## config.mk

```make
export PLATFORM = sky130hd
export DESIGN_NAME = deserializer_flat
export DESIGN_NICKNAME = d
export VERILOG_FILES = /design/src/rtl/deserializer_if.sv /design/src/rtl/deserializer.sv /design/src/flat_wrapper.sv
export SDC_FILE = /design/constraint.sdc
export NUM_CORES = 1
export LEC_CHECK = 0
export CORE_MARGIN = 2
export CORE_UTILIZATION = 45
export CTS_BUF_LIST = sky130_fd_sc_hd__clkbuf_4
export DETAILED_ROUTE_END_ITERATION = 16
export GPL_TIMING_DRIVEN = 0
export PLACE_DENSITY = 0.67
export SLEW_MARGIN = 20
export SYNTH_ARGS = -nofsm -noshare
export SYNTH_HDL_FRONTEND = slang
export SYNTH_SLANG_ARGS = --single-unit
```

## constraint.sdc

```tcl
create_clock -name clk -period 2.8 [get_ports clk]
set_input_delay 0.42 -clock clk [delete_from_list [all_inputs] [get_ports clk]]
set_output_delay 0.42 -clock clk [all_outputs]
set_load 0.005 [all_outputs]
```

## src/rtl/deserializer_if.sv

```systemverilog
// deserializer_if: serial-in / FIFO-write bundle for the UART receiver.
// master is the receiver side, slave is the line driver plus FIFO side.
interface deserializer_if;
  logic       rcv_bit;
  logic       fifo_full;
  logic       wr_fifo;
  logic [7:0] wr_fifo_data;
  logic       frame_err;
  logic       overrun_err;
  logic       rx_busy;

  modport master (
    input  rcv_bit,
    input  fifo_full,
    output wr_fifo,
    output wr_fifo_data,
    output frame_err,
    output overrun_err,
    output rx_busy
  );

  modport slave (
    output rcv_bit,
    output fifo_full,
    input  wr_fifo,
    input  wr_fifo_data,
    input  frame_err,
    input  overrun_err,
    input  rx_busy
  );
endinterface

```

## src/rtl/deserializer.sv

```systemverilog
// deserializer: UART receiver, 8N1, LSB first, mid-bit sampling.
// Pushes each good byte to the receive FIFO; flags framing/overrun.
module deserializer #(
  parameter int CLKS_PER_BIT = 16
) (
  input  logic           clk,
  input  logic           rst_n,
  deserializer_if.master bus
);

  localparam int CW = $clog2(CLKS_PER_BIT);
  localparam logic [CW-1:0] HALF_M1 = CW'(CLKS_PER_BIT / 2 - 1);
  localparam logic [CW-1:0] FULL_M1 = CW'(CLKS_PER_BIT - 1);

  typedef enum logic [2:0] {
    S_IDLE,
    S_START,
    S_DATA,
    S_STOP,
    S_BREAK
  } state_e;

  state_e        state_q, state_d;
  logic [CW-1:0] cnt_q, cnt_d;
  logic [2:0]    bit_idx_q, bit_idx_d;
  logic [7:0]    shift_q, shift_d;
  logic [7:0]    data_q, data_d;
  logic          wr_q, wr_d;
  logic          ferr_q, ferr_d;
  logic          oerr_q, oerr_d;
  logic [1:0]    sync_q, sync_d;
  logic          rx_s;

  // two-flop synchronizer; idle-high reset avoids a false start
  always_comb begin
    sync_d = {sync_q[0], bus.rcv_bit};
  end

  assign rx_s = sync_q[1];

  // synchronizer, FSM and output registers
  always_ff @(posedge clk or negedge rst_n) begin
    if (!rst_n) begin
      sync_q    <= 2'b11;
      state_q   <= S_IDLE;
      cnt_q     <= '0;
      bit_idx_q <= '0;
      shift_q   <= '0;
      data_q    <= '0;
      wr_q      <= 1'b0;
      ferr_q    <= 1'b0;
      oerr_q    <= 1'b0;
    end else begin
      sync_q    <= sync_d;
      state_q   <= state_d;
      cnt_q     <= cnt_d;
      bit_idx_q <= bit_idx_d;
      shift_q   <= shift_d;
      data_q    <= data_d;
      wr_q      <= wr_d;
      ferr_q    <= ferr_d;
      oerr_q    <= oerr_d;
    end
  end

  // next-state, bit timing and stop-bit decision
  always_comb begin
    state_d   = state_q;
    cnt_d     = cnt_q;
    bit_idx_d = bit_idx_q;
    shift_d   = shift_q;
    data_d    = data_q;
    wr_d      = 1'b0;
    ferr_d    = 1'b0;
    oerr_d    = 1'b0;
    unique case (state_q)
      S_IDLE: begin
        cnt_d = '0;
        if (!rx_s) begin
          state_d = S_START;
        end
      end
      S_START: begin
        cnt_d = cnt_q + CW'(1);
        if (cnt_q == HALF_M1) begin
          cnt_d     = '0;
          bit_idx_d = '0;
          // a start that is gone by mid-bit is a glitch
          state_d   = rx_s ? S_IDLE : S_DATA;
        end
      end
      S_DATA: begin
        cnt_d = cnt_q + CW'(1);
        if (cnt_q == FULL_M1) begin
          cnt_d              = '0;
          shift_d[bit_idx_q] = rx_s;
          bit_idx_d          = bit_idx_q + 3'd1;
          if (bit_idx_q == 3'd7) begin
            state_d = S_STOP;
          end
        end
      end
      S_STOP: begin
        cnt_d = cnt_q + CW'(1);
        if (cnt_q == FULL_M1) begin
          cnt_d = '0;
          unique case (1'b1)
            !rx_s: begin
              ferr_d  = 1'b1;
              state_d = S_BREAK;
            end
            bus.fifo_full: begin
              oerr_d  = 1'b1;
              state_d = S_IDLE;
            end
            default: begin
              wr_d    = 1'b1;
              data_d  = shift_q;
              state_d = S_IDLE;
            end
          endcase
        end
      end
      S_BREAK: begin
        cnt_d = '0;
        // hold here while the line stays low so a break flags once
        if (rx_s) begin
          state_d = S_IDLE;
        end
      end
      default: begin
        state_d = S_IDLE;
        cnt_d   = '0;
      end
    endcase
  end

  assign bus.wr_fifo      = wr_q;
  assign bus.wr_fifo_data = data_q;
  assign bus.frame_err    = ferr_q;
  assign bus.overrun_err  = oerr_q;
  assign bus.rx_busy      = (state_q != S_IDLE);

endmodule

```

## src/flat_wrapper.sv

```systemverilog
// flat-port wrapper written by rule: the top's interface ports become plain ports
module deserializer_flat 
#(
  parameter int CLKS_PER_BIT = 16
)
  (clk, rst_n, bus_rcv_bit, bus_fifo_full, bus_wr_fifo, bus_wr_fifo_data, bus_frame_err, bus_overrun_err, bus_rx_busy);
  deserializer_if bus_i ();
  input  logic clk;
  input  logic rst_n;
  input wire logic [$bits(bus_i.rcv_bit)-1:0] bus_rcv_bit;
  input wire logic [$bits(bus_i.fifo_full)-1:0] bus_fifo_full;
  output wire logic [$bits(bus_i.wr_fifo)-1:0] bus_wr_fifo;
  output wire logic [$bits(bus_i.wr_fifo_data)-1:0] bus_wr_fifo_data;
  output wire logic [$bits(bus_i.frame_err)-1:0] bus_frame_err;
  output wire logic [$bits(bus_i.overrun_err)-1:0] bus_overrun_err;
  output wire logic [$bits(bus_i.rx_busy)-1:0] bus_rx_busy;
  assign bus_i.rcv_bit = bus_rcv_bit;
  assign bus_i.fifo_full = bus_fifo_full;
  assign bus_wr_fifo = bus_i.wr_fifo;
  assign bus_wr_fifo_data = bus_i.wr_fifo_data;
  assign bus_frame_err = bus_i.frame_err;
  assign bus_overrun_err = bus_i.overrun_err;
  assign bus_rx_busy = bus_i.rx_busy;
  deserializer #(.CLKS_PER_BIT(CLKS_PER_BIT)) u_core (.clk(clk), .rst_n(rst_n), .bus(bus_i));
endmodule
```

==> flow_summary.toml <==
[worst_setup_path]
cp_max_fo = 10
r2r_slack_ns = 0.88
timing.rr.start = "u_core.cnt_q[0]"
cp.required_ns = 2.38
ff2ff_path_depth = 4
critPathKind = "reg2out"
critPathArrivalTime_ns = 1.86
critPathLaunchType = "flip-flop"
r2r_end = "u_core.bus.wr_fifo_data[6]"
crit_path_end_kind = "primary output"

[synthesis]
synth_area_mm2 = 0.00139
syn_inst = 114
yosys-top-cells-area = "dfrtp_1, mux2_2, dfstp_2"
synth_common_cells = "dfrtp_1, mux2_2, nand3_1"
synth_top_area_cell = "dfrtp_1"
synthFlopType = "dfrtp_1"
async_reset_ff_frac = 1.00
ys_seq_area_frac = 0.559
syn_nets = 121
yosysMostFrequentCell = "dfrtp_1"
yosys.area.top_type_share = 0.522
synth_edf_count = 0
ys_types = 30
syn_avg_cell_area_um2 = 12.2
ys_warn_count = 0
synth_seq_cells = 31

[global_routing]
grt_pass1_wl_um = 4340
gr-total-overflow = 0
antenna_found_initial = 0
grt_max_degree = 32
track_usage = 0.173
grt_pass1_vias = 916

[timing]
finClkSkew_ns = 0.00566
period_share = 0.815
max_freq_ghz = 0.438
setup_viol_count_final = 0
fin_crit_ns = 2.28
worst_pin_slew_ns = 0.668
worst_slack_ns = 0.518
max_slew_margin = 0.555
finalHoldViolCount = 0
slew_viol_final = 0
setup_tns_ns = 0
rsz0062_at_grt = "false"

[place]
port_buffers = 15
place_congestion = 0.806
dp_hpwl_um = 1740
dp_slack_ns = 0.719
placed_area_mm2 = 0.00158

[worst_hold_path]
min_path_type = "in2async"

[routing]
detail_route.first_pass.iterations = 4
num_vias = 953
drc = 0
drt-total-wl_um = 2440
ant_nets = 0
drt_first_iter_violations = 14
viasPerCell = 5.61
wl_per_cell_um = 14.3

[floorplan]
core-area_mm2 = 0.00300
num_io_pins = 16
die_y_um = 59.6
dieArea_mm2 = 0.00355
die_w_um = 59.6
start_util = 0.463
fp-row-count = 20

[run]
maxCapViolations = 0

[clock_network]
clock_latency_ns = 0.33
cts_resized = 0
cts.sinks = 31
cts_tree = "yes"
path_clk_slew_ns = 0.09
numCtsBuffers = 5
post_cts_buffers = 0
clk_path_buf_depth = 2
clockRootBuffer = "clkbuf_4"
postCtsHoldBufs = 0
htree_levels = 2

[cells_and_area]
final_layout_size_suffix_gt1_frac = 0.255
diodes = 0
final_nets = 143
area_delta_synth_final_pct = 18.9
regArea_um2 = 778
nFillCells = 254
multiInputGateArea_um2 = 568
fin_area_mm2 = 0.00165

[power_and_ir_drop]
ir_drop_mv = 0.459
p_per_area_mw_per_mm2 = 705
leakage_nw = 0.749

[run_status]
outcome = "finished clean"
logic make-up after synthesis:
logic type,after synthesis,share of synthesized area
AOI/OAI and AO/OA,11,0.0531
xor gates and xnor gates,3,0.0189
adders and majority gates,3,0.0270
buffers and inverters,11,0.0324
DFF,31,0.559
muxes,16,0.129
and+or+nand+nor,39,0.180
registers in the layout, indices dropped and copies added, names as in the netlist:
name / count
u_core.bus.wr_fifo_data: 8
u_core.bus.overrun_err: 1
u_core.state_q: 3
u_core.bus.frame_err: 1
u_core.bus.wr_fifo: 1
u_core.cnt_q: 4
u_core.bit_idx_q: 3
u_core.sync_q: 2
u_core.shift_q: 8
how the worst max path moves through the flow:
stage	startpoint	endpoint	depth (start not counted)
CTS	u_core.state_q[2]	bus_rx_busy	3
floorplan	u_core.cnt_q[0]	u_core.bus.wr_fifo_data[0]	4
finish	u_core.state_q[2]	bus_rx_busy	3
global placement	bus_fifo_full	u_core.bus.wr_fifo_data[2]	3
detailed placement	bus_fifo_full	u_core.bus.wr_fifo_data[4]	3
global route	u_core.state_q[2]	bus_rx_busy	3
cell usage in the layout (no fill, tap or decap), drive strengths merged, types with 3 or more instances in the layout:
cell type / synthesis / layout
clkdlybuf4s50: 0 / 14
o31ai: 3 / 3
a21oi: 4 / 4
nand3: 10 / 10
nor4: 4 / 4
a211oi: 3 / 3
nor3b: 4 / 4
ha: 3 / 3
dfrtp: 29 / 29
mux2: 16 / 16
inv: 5 / 5
buf: 3 / 4
clkbuf: 3 / 8
nor2: 5 / 5
routing by layer:
layer | wire length [um] | global-route usage | vias up | share of wire
met2 | 1180 | 0.259 | 20 | 0.48
li1 | - | - | 460 | -
met3 | 107 | 0.0611 | 6 | 0.044
met5 | 0 | 0 | - | 0
met4 | 60 | 0.0921 | 0 | 0.025
met1 | 1090 | 0.219 | 467 | 0.45
critical path, cell delays in order (launching register included):
cell             delay, ns
dfrtp_1               0.45
clkbuf_1              0.24
or3_1                 0.40
clkdlybuf4s50_1       0.44
through the flow:
stage	instances	total power [mW]	hold WS (ns)	util
floorplan	114	0.760	0.124	-
global placement	162	0.829	0.346	0.527
detailed placement	162	0.840	0.360	0.525
CTS	170	1.18	0.119	0.551
global route	170	1.25	0.150	0.551
finish	170	1.17	0.108	0.551
layout make-up:
class / instances / share of cell area
Sequential cell: 31 / 0.470
Multi-Input combinational cell: 72 / 0.343
Timing Repair Buffer: 15 / 0.0877
Tap cell: 33 / 0.0250
Clock inverter: 3 / 0.0234
Clock buffer: 5 / 0.0227
Buffer: 6 / 0.0159
Inverter: 5 / 0.0113
where the power goes:
part | switching [mW] | internal [mW]
registers | 0.0406 | 0.502
clock network | 0.152 | 0.183
logic | 0.167 | 0.120
(Power assumes the default switching activity.)
==> RTL edit 1 (same flow settings) <==
The 5 states of `state_e` get a one-hot encoding in 5 bits.
--- a/src/rtl/deserializer.sv
+++ b/src/rtl/deserializer.sv
@@ -14,8 +14,8 @@
 
-  typedef enum logic [2:0] {
-    S_IDLE,
-    S_START,
-    S_DATA,
-    S_STOP,
-    S_BREAK
+  typedef enum logic [4:0] {
+    S_IDLE  = 5'b00001,
+    S_START = 5'b00010,
+    S_DATA  = 5'b00100,
+    S_STOP  = 5'b01000,
+    S_BREAK = 5'b10000
   } state_e;
Formal check against the unedited RTL: same outputs for any inputs over 10 cycles, from zero or initial values and one cycle with rst_n low; not proved beyond that.
==> RTL edit 1 against the original RTL <==
Wire length rose by 7.5%. Synthesized area up 11%. Setup slack worse by 0.016 ns. Sequential cell count grew 2. First-iteration DRC count grew 100%. Total power fell by 16%. Combinational power fell by 37%. Design area grew 9.1%. Largest cell class unchanged.
==> RTL edit 1: results (changes against the original RTL) <==
| Metric | Value |
|---|---|
| Worst R2R End | u_core.bus.wr_fifo_data[5] |
| Syn nets | 137 (+13%) |
| Crit path max-delay family | buffers and inverters |
| Number of port buffers | 15 (unchanged) |
| DR vias | 1039 (+9.0%) |
| Status | completed |
| DP Worst Slack | 0.881 ns (+0.163 ns) |
| Dpl hpwl | 1890 um (+8.6%) |
| CP peak stage delay | 0.48 ns (+0.03 ns) |
| Pleak | 0.810 nW (+8.2%) |
| DRT Pass-1 Iters | 4 (unchanged) |
| Switching power | 286 uW (-21%) |
| Critical path peak fanout | 9 (-1) |
| Post-Synth XOR/XNOR Area | 1.70% (-0.19 points) |
| R2r startpoint | u_core.cnt_q[0] |
| VDD IR-drop max | 0.000336 V (-27%) |
| ANT nets after route | 0 (unchanged) |
| Post_cts resized | 0 (unchanged) |
| Depth of the most critical reg-to-reg path | 5 (+1) |
| Placer congestion estimate | 0.756 (-6.2%) |
| Reg2reg setup slack | 0.94 ns (+0.06 ns) |
| Main area contributors after synthesis | dfrtp_1 (49%), mux2_1 (12%), dfstp_2 (5.1%) |
| Post-synth top cells | dfrtp_1 (30), mux2_1 (16), nand2_1 (8) |
| Ys flop type | dfrtp_1 |
| Ys async rst share | 100% (unchanged) |
| Filler instances | 309 (+22%) |
| Post-layout nets | 159 (+11%) |
| Met2 WL | 1240 um (+5.2%) |
| Worst-Skew Late Latency | 0.33 ns (about the same) |
| Yosys warnings | 0 (unchanged) |
| DRT iter0 DRCs | 28 (+14) |
| WL met1 | 1240 um (+14%) |
| Synth Area in Compound Gates | 8.25% (+2.9 points) |
| Initial antenna violation count | 0 (unchanged) |
| Slew HR | 53.3% (-2.1 points) |
| First-pass GRT wire length | 4820 um (+11%) |
| Mux cell area share after synthesis | 11.7% (-1.3 points) |
| Fin Clk Skew | 0.00837 ns (+0.00271 ns) |
| Max Used Layer | met4 |
| Synth Area in Adders | 2.43% (-0.27 points) |
| DRC | 0 (unchanged) |
| H-tree depth | 2 (unchanged) |
| Overall Global Routing Usage | 15.7% (-1.6 points) |
| Layout cells sized above 1 | 12.4% (-13 points) |
| Final WL | 2620 um (+7.5%) |
| Largest net degree at the start of global routing | 34 (+6.3%) |
| Antenna Cells | 0 (unchanged) |
| Vias in the first global route | 1064 (+16%) |
| Seq/Total Area, Yosys | 53.6% (-2.3 points) |
| Final setup fails | 0 (unchanged) |
| Slowest stage cell, crit path | clkdlybuf4s50_1 |
| Reg clk slew, reported paths | 0.10 ns |
| Total CTS buffers | 5 (unchanged) |
| Met3 WL | 84 um (-21%) |
| CTS root buf | clkbuf_4 |
| Netlist cell types | 36 (+20%) |
| Maximum clock path buffer count | 2 (unchanged) |
## RTL edit 1: changes by cell type in the layout (fill, tap and decap cells not counted), moves of 4 or more
cell and change:
mux2_1 +16, mux2_2 -16, nand2_1 +7, inv_1 -5, nand3_1 -5, o21ai_1 +4
## RTL edit 1: worst max-delay path by stage
stage                            endpoint         startpoint  cells past startpoint  slack (ns)
3_5_place_dp                  bus_rx_busy  u_core.state_q[3]                      4        0.88
5_1_grt                       bus_rx_busy  u_core.state_q[3]                      4        0.37
3_3_place_gp              u_core.cnt_q[1]              rst_n                      1        0.69
6_report                      bus_rx_busy  u_core.state_q[3]                      4        0.50
2_1_floorplan  u_core.bus.wr_fifo_data[0]    u_core.cnt_q[0]                      5        1.12
4_1_cts                       bus_rx_busy  u_core.state_q[3]                      4        0.49
## RTL edit 1: cell type report
cell class | count | area share (%)
plain buffers | 5 | 1.04
clock buffers | 6 | 2.50
clock inverters | 2 | 0.555
inverters | 1 | 0.208
multi-input cells | 91 | 38.5
flip-flops and latches | 33 | 46.0
well taps | 46 | 3.19
repair buffers | 15 | 8.04
## RTL edit 1: per-stage QoR
step / hold WS [ns] / power (mW) / utilization [%] / cells / cell area, um^2
2_1_floorplan: 0.124 / 0.667 / - / 130 / 1550
3_3_place_gp: 0.345 / 0.727 / 53.0 / 191 / 1750
3_5_place_dp: 0.347 / 0.731 / 52.8 / 191 / 1750
4_1_cts: 0.143 / 0.993 / 54.5 / 199 / 1800
5_1_grt: 0.177 / 1.04 / 54.5 / 199 / 1800
6_report: 0.126 / 0.978 / 54.5 / 199 / 1800
## RTL edit 1: cells by family (layout without fill, tap and decap cells)
family	after synthesis	count (layout)
AOI/OAI and AO/OA	18	18
xor gates and xnor gates	3	3
adders and majority gates	3	3
buffers and inverters	6	29
DFF	33	33
muxes	16	16
and+or+nand+nor	51	51
## RTL edit 1: power by group through the flow
stage / clock network [mW] / registers, mW / logic, mW
floorplan: 0 / 0.540 / 0.127
global placement: 0 / 0.545 / 0.182
detailed placement: 0 / 0.548 / 0.183
CTS: 0.270 / 0.539 / 0.184
global route: 0.294 / 0.543 / 0.205
finish: 0.257 / 0.540 / 0.181
## RTL edit 1: routing by layer
metal / track usage, % / vias to the layer above
met4: 7.50 / 0
li1: - / 514
met5: 0 / -
met1: 19.4 / 503
met3: 4.86 / 6
met2: 25.0 / 16
==> RTL edit 2 (same settings) <==
Made on the original files. `CLKS_PER_BIT` is set to 16 in 2 places; all go to 8.
--- a/src/rtl/deserializer.sv
+++ b/src/rtl/deserializer.sv
@@ -3,3 +3,3 @@
 module deserializer #(
-  parameter int CLKS_PER_BIT = 16
+  parameter int CLKS_PER_BIT = 8
 ) (
--- a/src/flat_wrapper.sv
+++ b/src/flat_wrapper.sv
@@ -3,3 +3,3 @@
 #(
-  parameter int CLKS_PER_BIT = 16
+  parameter int CLKS_PER_BIT = 8
 )
Formal check against the unedited RTL: not equivalent (a bounded check fails within 10 cycles, from zero or initial values and one cycle with rst_n low).
==> RTL edit 2 against the original RTL <==
Total power shrank 5.7%. Synthesized area fell by 4.5%. Synthesized cell count fell by 12%. Clock power grew 4%. Non-clock buffer count grew 1. Worst hold slack better by 0.0080 ns. Sequential cell count decreased by 1. Design area fell by 3.6%. Setup slack better by 0.20 ns. Wire length is 19% lower.
==> RTL edit 2: results (changes against the original RTL) <==
| Metric | Value |
|---|---|
| Max Used Layer | met3 |
| Largest net degree at the start of global routing | 31 (-3.1%) |
| Avg WL per Cell | 12.8 um (-11%) |
| DRT iter0 DRCs | 8 (-6) |
| Netlist cell types | 22 (-27%) |
| Depth of the most critical reg-to-reg path | 6 (+2) |
| CTS root buf | clkbuf_4 |
| Layout cells sized above 1 | 30.1% (+4.5 points) |
| Main area contributors after synthesis | dfrtp_1 (53%), mux2_2 (15%), ha_1 (5.6%) |
| Pleak | 0.751 nW (+0.24%) |
| Syn nets | 110 (-9.1%) |
| Yosys warnings | 0 (unchanged) |
| Seq/Total Area, Yosys | 56.7% (+0.75 points) |
| First-pass GRT wire length | 3630 um (-16%) |
| Vias in the first global route | 791 (-14%) |
| Placer congestion estimate | 0.765 (-5.0%) |
| Met2 WL | 864 um (-27%) |
| Status | completed |
| Critical Path AT | 1.66 ns (-0.20 ns) |
| Reg2reg setup slack | 0.84 ns (-0.04 ns) |
| Post-layout nets | 132 (-7.7%) |
| Worst R2R End | u_core.bus.wr_fifo_data[2] |
| Mapped Cells | 100 (-12%) |
| DR vias | 797 (-16%) |
| Worst slew pin tran | 0.639 ns (-0.0292 ns) |
| Overall Global Routing Usage | 14.2% (-3.1 points) |
RTL edit 2: changes by cell type in the layout (fill, tap and decap cells not counted), sizes merged, moves of 3 or more:
cell    before  now
nor4         4    0
a211oi       3    0
nand4b       0    4
nor2         5    8
nor4bb       0    3
nand3       10    1
ha           3    6
o31ai        3    0
nand2        1    4
RTL edit 2: stage by stage:
stage               cell area, um^2  utilization (%)  hold slack, ns  setup WS (ns)  total power [mW]
finish                         1600             57.4           0.116          0.721              1.10
global route                   1600             57.4           0.159          0.640              1.18
CTS                            1600             57.4           0.128          0.698              1.11
detailed placement             1510             54.4           0.348          0.856             0.762
global placement               1520             54.6           0.347          0.842             0.750
floorplan                      1330                -           0.124           1.03             0.699
RTL edit 2: logic make-up (layout without fill, tap and decap cells):
group / after synthesis / after routing / share of synthesized area (%)
DFF: 30 / 30 / 56.7
and+or+nand+nor: 29 / 29 / 14.1
muxes: 19 / 19 / 16.9
buffers and inverters: 11 / 34 / 4.14
adders and majority gates: 6 / 6 / 5.65
AOI/OAI and AO/OA: 5 / 5 / 2.45
RTL edit 2: worst max-delay path, cell delays in order (launching register included):
cell and delay (ns):
dfrtp_1 0.38, buf_2 0.18, or3_1 0.35, clkdlybuf4s50_1 0.44
RTL edit 2: worst max-delay path by stage:
| stage | startpoint | endpoint | slack [ns] | depth (start not counted) |
|---|---|---|---|---|
| global route | u_core.state_q[1] | bus_rx_busy | 0.64 | 3 |
| detailed placement | u_core.cnt_q[0] | u_core.bus.wr_fifo_data[2] | 0.86 | 6 |
| global placement | rst_n | u_core.shift_q[6] | 0.84 | 1 |
| finish | u_core.state_q[1] | bus_rx_busy | 0.72 | 3 |
| floorplan | u_core.cnt_q[0] | u_core.shift_q[5] | 1.03 | 6 |
| CTS | u_core.state_q[1] | bus_rx_busy | 0.70 | 3 |
RTL edit 2: area by class of cell:
type                       instances  area [um^2]  area share [%]
sequential                        30          753            47.2
multi-input combinational         59          520            32.6
timing repair buffer              15          145            9.10
clock buffer                       7         52.6            3.29
buffer                             7         40.0            2.51
tap                               31         38.8            2.43
clock inverter                     1         30.0            1.88
inverter                           4         15.0           0.941
RTL edit 2: routing by layer:
metal,vias to the layer above,GRT usage [%]
met3,0,6.15
met5,-,0
met1,387,20.4
met4,0,3.99
met2,15,19.7
li1,395,-
RTL edit 2: where the power goes:
group	internal [mW]	total, mW	switching [mW]
combinational	0.122	0.243	0.121
clock	0.209	0.349	0.141
sequential	0.484	0.506	0.0226
total	0.815	1.10	0.284
